**src/rtl/seq_detector_param.sv**
```systemverilog
`default_nettype none
// ============================================================================
// Module   : seq_detector_param
// Purpose  : Serial pattern detector with a runtime-loadable PAT_W-bit
//            pattern, overlapping / non-overlapping detection, a registered
//            one-cycle match pulse and a saturating match counter.
// Ports    : clock        - single clock, rising edge
//            reset        - synchronous, active-low reset
//            input_D      - serial data bit
//            data_valid   - input_D is offered this cycle
//            pattern_in   - new pattern, MSB is the first bit expected
//            load_pattern - capture pattern_in, restart fill (drops input_D)
//            overlap_en   - 1 = overlapping, 0 = non-overlapping detection
//            clear_count  - zero match_count (wins over a coincident match)
//            match        - registered detection pulse, one cycle
//            match_count  - saturating count of matches
//            fill_level   - number of valid history bits (0..PAT_W)
// Revision : 1.0 - initial release
// ============================================================================
module seq_detector_param #(
    parameter int               PAT_W     = 5,
    parameter int               CNT_W     = 8,
    parameter logic [PAT_W-1:0] RESET_PAT = PAT_W'(5'b10100)
) (
    input  logic                         clock,
    input  logic                         reset,
    input  logic                         input_D,
    input  logic                         data_valid,
    input  logic [PAT_W-1:0]             pattern_in,
    input  logic                         load_pattern,
    input  logic                         overlap_en,
    input  logic                         clear_count,
    output logic                         match,
    output logic [CNT_W-1:0]             match_count,
    output logic [$clog2(PAT_W+1)-1:0]   fill_level
);

    localparam int                C_FILL_W   = $clog2(PAT_W + 1);
    localparam logic [C_FILL_W-1:0] C_FILL_FULL = C_FILL_W'(PAT_W);
    localparam logic [CNT_W-1:0]  C_CNT_MAX  = {CNT_W{1'b1}};

    // IDLE: no valid bits, FILL: partially filled, ARMED: history full.
    typedef enum logic [1:0] {
        IDLE  = 2'd0,
        FILL  = 2'd1,
        ARMED = 2'd2
    } state_t;

    state_t                state_q,   state_d;
    logic [PAT_W-1:0]      pattern_q, pattern_d;
    logic [PAT_W-1:0]      history_q, history_d;
    logic [C_FILL_W-1:0]   fill_q,    fill_d;
    logic                  match_q,   match_d;
    logic [CNT_W-1:0]      count_q,   count_d;

    logic                  w_accept;
    logic [PAT_W-1:0]      w_hist_nxt;
    logic [C_FILL_W-1:0]   w_fill_inc;
    logic                  w_hit;

    always_comb begin
        // A load cycle owns the datapath: the offered bit is dropped.
        w_accept   = data_valid && !load_pattern;
        w_hist_nxt = (history_q << 1) | PAT_W'(input_D);
        // Fill saturates once the history is full.
        w_fill_inc = (state_q == ARMED) ? fill_q : (fill_q + C_FILL_W'(1));
        // Every accepted bit is compared; fill guards against stale history.
        w_hit      = w_accept && (w_hist_nxt == pattern_q) && (w_fill_inc == C_FILL_FULL);

        pattern_d  = pattern_q;
        history_d  = history_q;
        fill_d     = fill_q;
        match_d    = w_hit;
        count_d    = count_q;

        if (load_pattern) begin
            pattern_d = pattern_in;
            fill_d    = '0;
        end else if (w_accept) begin
            history_d = w_hist_nxt;
            // Non-overlapping mode restarts the fill so the next match needs
            // a full fresh pattern's worth of bits.
            fill_d    = (w_hit && !overlap_en) ? '0 : w_fill_inc;
        end

        if (clear_count) begin
            count_d = '0;
        end else if (w_hit && (count_q != C_CNT_MAX)) begin
            count_d = count_q + CNT_W'(1);
        end

        if (fill_d == '0) begin
            state_d = IDLE;
        end else if (fill_d == C_FILL_FULL) begin
            state_d = ARMED;
        end else begin
            state_d = FILL;
        end
    end

    always_ff @(posedge clock) begin
        if (!reset) begin
            state_q   <= IDLE;
            pattern_q <= RESET_PAT;
            history_q <= '0;
            fill_q    <= '0;
            match_q   <= 1'b0;
            count_q   <= '0;
        end else begin
            state_q   <= state_d;
            pattern_q <= pattern_d;
            history_q <= history_d;
            fill_q    <= fill_d;
            match_q   <= match_d;
            count_q   <= count_d;
        end
    end

    assign match       = match_q;
    assign match_count = count_q;
    assign fill_level  = fill_q;

endmodule
`default_nettype wire
```
**config.mk**
```make
export PLATFORM = sky130hd
export DESIGN_NAME = seq_detector_param
export DESIGN_NICKNAME = d
export VERILOG_FILES = /design/src/rtl/seq_detector_param.sv
export SDC_FILE = /design/constraint.sdc
export NUM_CORES = 1
export LEC_CHECK = 0
export ABC_AREA = 1
export CORE_UTILIZATION = 45
export CTS_BUF_LIST = sky130_fd_sc_hd__clkbuf_4 sky130_fd_sc_hd__clkbuf_8
export CTS_CLUSTER_SIZE = 24
export DETAILED_ROUTE_END_ITERATION = 10
export DONT_BUFFER_PORTS = 1
export GPL_TIMING_DRIVEN = 1
export HOLD_SLACK_MARGIN = 0.1
export PLACE_DENSITY = 0.67
export SLEW_MARGIN = 30
export SYNTH_ARGS = -nofsm -noshare
export SYNTH_HDL_FRONTEND = slang
export SYNTH_SLANG_ARGS = --single-unit
```
**constraint.sdc**
```tcl
create_clock -name clock -period 2.2 [get_ports clock]
set_input_delay 0.22 -clock clock [delete_from_list [all_inputs] [get_ports clock]]
set_output_delay 0.22 -clock clock [all_outputs]
set_load 0.02 [all_outputs]
```
==> results.txt <==
----------------------------------------------------
[Clock tree]
  Maximum buffer depth of the clock tree ... 2
  Clock latency at the later pin of the worst-skew pair ... 0.31 ns
  Cell at the root of the clock tree ... sky130_fd_sc_hd__clkbuf_4
  Clock slew seen by the registers of the worst setup and hold paths ... 0.13 ns
  CTS Sinks ... 23
  H-tree depth ... 1
  TritonCTS Buffers ... 3
  TritonCTS clock tree ... yes
  Setup Buffers After CTS ... 0

[Critical path]
  R2r setup slk ... 0.29 ns
  Element type at the critical path end ... flip-flop
  Startpoint kind of the worst setup timing path ... flip-flop
  Buffering stage count on the worst path with inverters included ... 1
  Worst path cell trace ... ha_1 -> inv_1 -> nand2_1 -> nand2_1 -> nand2_1 -> nor2_2 -> nand2_2 -> nor2_4 -> nand2_1 -> o21ai_0 -> a21oi_1
  Reg-to-Reg End ... match_count[3]$_SDFFE_PP0P_
  Gate family responsible for the most delay along the worst path ... simple AND/OR/NAND/NOR gates
  Arrival @ worst endpoint ... 2.13 ns
  Most common cell on crit path ... sky130_fd_sc_hd__nand2_1
  Reg-to-Reg Start ... fill_level[0]$_SDFF_PN0_
  Kind of critical path ... flip-flop to flip-flop
  Maximum fanout count along the critical path ... 7
  Length in cells of the worst reg-to-reg path ... 11
  CP max stage delay ... between 0.5 and 0.6 ns
  Cell with the largest stage delay on the worst path ... sky130_fd_sc_hd__dfxtp_1
  Required time of the critical path ... 2.42 ns

[Status]
  Run status ... finished clean

[Cells and area]
  Finished layout cell area ... 1410 µm²
  # nets final ... 223
  Area overhead of the layout relative to synthesis ... 13.1%
  Diodes inserted ... 0
  Layout cell share with drive strength beyond 1 ... under 10%

[Logic synthesis]
  Post-synthesis instance total ... around 190
  Distinct cell type count after synthesis ... 22
  Synthesis Warnings ... 0
  Seq/Total Area, Yosys ... between 30% and 40%
  Flip-flop and latch count after synthesis ... 23
  Mapped Nets ... 207
  Area of the mapped netlist ... 1250 µm²
  Post-synthesis average cell area ... around 6.5 µm²

[STA]
  Final critical-path share of the clock period ... 86.8%
  Endpoints failing setup ... 0
  Transition time at the pin with the least slew margin ... 0.434 ns
  Maximum clock skew at final layout ... 0.00563 ns
  Hold Violations, Final ... 0
  Worst slack on hold paths ... ~0.11 ns
  Unrepaired setup endpoints after global routing ... no
  Maximum clock rate ... 524 MHz
  Fin. max-slew vios ... 0
  Max-slew headroom ... a little under three quarters
  Minimum clock period ... about 1.9 ns
  Total negative slack for setup checks ... 0 ns

[Placement]
  Post-detailed-placement cell area ... 1310 µm²
  Number of port buffers ... 0
  GP Congestion ... 0.841
  DPL Wire Length ... 2020 µm

[Floorplan]
  Die span in y ... about 55 µm
  # IOs ... 24
  Initial Util ... 49.1%
  Chip width ... 54.7 µm
  Die area ... 2990 µm²
  Core area ... 2540 µm²
  Row count ... 18

[Global route]
  Wire length of the first global-routing pass ... 4200 µm
  Largest net degree at the start of global routing ... 14
  GRT met1 Usage ... ~25%
  GRT busiest layer ... met2
  Total global routing overflow ... 0
  GR met3 Demand/Resource ... 3.61%
  Antenna violations before repair ... 0
  GRT Total Usage ... 19.6%
  Number of global-route vias before repair ... between 1000 and 1500
  GR Util met2 ... approximately a third

[Route]
  Number of violations reported at the end of detailed-routing iteration 0 ... 39
  Iteration count of the initial detailed-routing pass ... 4
  DRC violations left ... 0
  Vias/cell ... 5.05
  Count of nets left with antenna violations after detail routing ... 0
  Average wire per standard cell ... 11.1 µm
  Total number of vias ... 1203
  Final wirelength ... 2640 µm

[Pwr]
  Leakage Power ... 0.659 nW
  Max VDD drop ... between 0.4 and 0.5 mV
  Power per standard cell area ... 508 nW/µm²
  Final Power ... approximately 0.7 mW

[Worst hold path]
  Worst min-delay path class ... input pin to flip-flop
  Depth of the worst hold-timing path ... 2
  Startpoint of the lowest-slack hold path ... pattern_in[3]
  WHS Endpoint ... pattern_q[3]$_SDFFE_PN0P_

[Run]
  Max_cap viols ... 0

----------------------------------------------------
state kept, by name, indices dropped and copies added (netlist names):
signal	flops
fill_level	3
history_q	4
match	1
match_count	8
pattern_q	5
state_q	2
worst register-to-register path: cells and delay by family (launching register included):
| kind | cells | cell delay, ns |
|---|---|---|
| adder cells (fa/ha/maj) | 1 | 0.30 |
| buffers and inverters | 1 | 0.06 |
| AO/OA/AOI/OAI | 2 | 0.22 |
| flip-flops | 1 | 0.54 |
| AND/OR/NAND/NOR | 7 | 0.69 |
repair_timing:
| item | in CTS | in global routing |
|---|---|---|
| resized for setup | 0 | 0 |
| hold buffers | 8 | 0 |
| endpoints found under the hold margin | 13 | 0 |
power breakdown:
group / internal (mW) / switching (mW) / total [mW]
Clock: 0.0680 / 0.127 / 0.195
Sequential: 0.429 / 0.00816 / 0.437
Combinational: 0.0332 / 0.0523 / 0.0854
Total: 0.530 / 0.188 / 0.718
worst max-delay path by stage:
stage                                      from                     endpoint  slack, ns  cells past startpoint
CTS                    fill_level[0]$_SDFF_PN0_  match_count[4]$_SDFFE_PP0P_       0.30                     12
global placement       fill_level[0]$_SDFF_PN0_  match_count[3]$_SDFFE_PP0P_       0.39                     11
finish                 fill_level[0]$_SDFF_PN0_  match_count[3]$_SDFFE_PP0P_       0.29                     11
global route           fill_level[0]$_SDFF_PN0_  match_count[4]$_SDFFE_PP0P_       0.03                     12
floorplan           match_count[0]$_SDFFE_PP0P_  match_count[2]$_SDFFE_PP0P_       0.48                      9
detailed placement     fill_level[0]$_SDFF_PN0_  match_count[4]$_SDFFE_PP0P_       0.30                     12
synthesized netlist by cell type, drive strengths merged:
| cell type | number | area share (%) |
|---|---|---|
| xor2 | 3 | 2.1 |
| dfxtp | 23 | 37 |
| nand3b | 1 | 0.60 |
| nor2 | 23 | 9.0 |
| nand2 | 52 | 16 |
| nand3 | 8 | 3.2 |
| nor3 | 4 | 2.0 |
| nor3b | 1 | 0.60 |
| o21ai | 14 | 5.6 |
| o22ai | 1 | 0.50 |
| ha | 2 | 2.0 |
| a21oi | 16 | 6.4 |
| inv | 40 | 12 |
| buf | 1 | 0.90 |
| nand4 | 4 | 2.0 |
area by class of cell:
| type | instances | area, µm² |
|---|---|---|
| fill | 259 | 1130 |
| multi-input combinational | 129 | 628 |
| sequential | 23 | 460 |
| inverter | 40 | 150 |
| timing repair buffer | 12 | 110 |
| tap | 30 | 37.5 |
| clock buffer | 3 | 22.5 |
| clock inverter | 1 | 5.00 |
layout by cell type, fill, tap and decap left out, types with 4 or more instances in the layout:
cell type / synthesis / layout
sky130_fd_sc_hd__buf_4: 0 / 4
sky130_fd_sc_hd__dfxtp_1: 23 / 23
sky130_fd_sc_hd__nand3_1: 8 / 8
sky130_fd_sc_hd__o21ai_0: 12 / 12
sky130_fd_sc_hd__nor2_1: 20 / 20
sky130_fd_sc_hd__nand2_1: 49 / 49
sky130_fd_sc_hd__inv_1: 39 / 39
sky130_fd_sc_hd__a21oi_1: 16 / 16
sky130_fd_sc_hd__nand4_1: 4 / 4
sky130_fd_sc_hd__dlygate4sd3_1: 0 / 8
logic make-up after synthesis:
family,share of synthesized area [%]
AND/OR/NAND/NOR,33.6
AO/OA/AOI/OAI,12.5
adder cells (fa/ha/maj),2.00
buffers and inverters,12.9
flip-flops,36.8
XOR/XNOR,2.10
stage by stage:
step,cells,utilization (%),setup slack [ns]
after CTS,238,55.6,0.300
after floorplan,193,-,0.482
after detailed placement,226,51.3,0.304
final,238,55.6,0.291
after global placement,226,51.3,0.393
after global routing,238,55.6,0.0348
metal layers:
layer  routed length [µm]  vias up
li1                     -      629
met1                 1200      539
met2                 1240       33
met3                  180        2
met4                   15        0
met5                    0        -
Power figures use the tool's default switching activity.
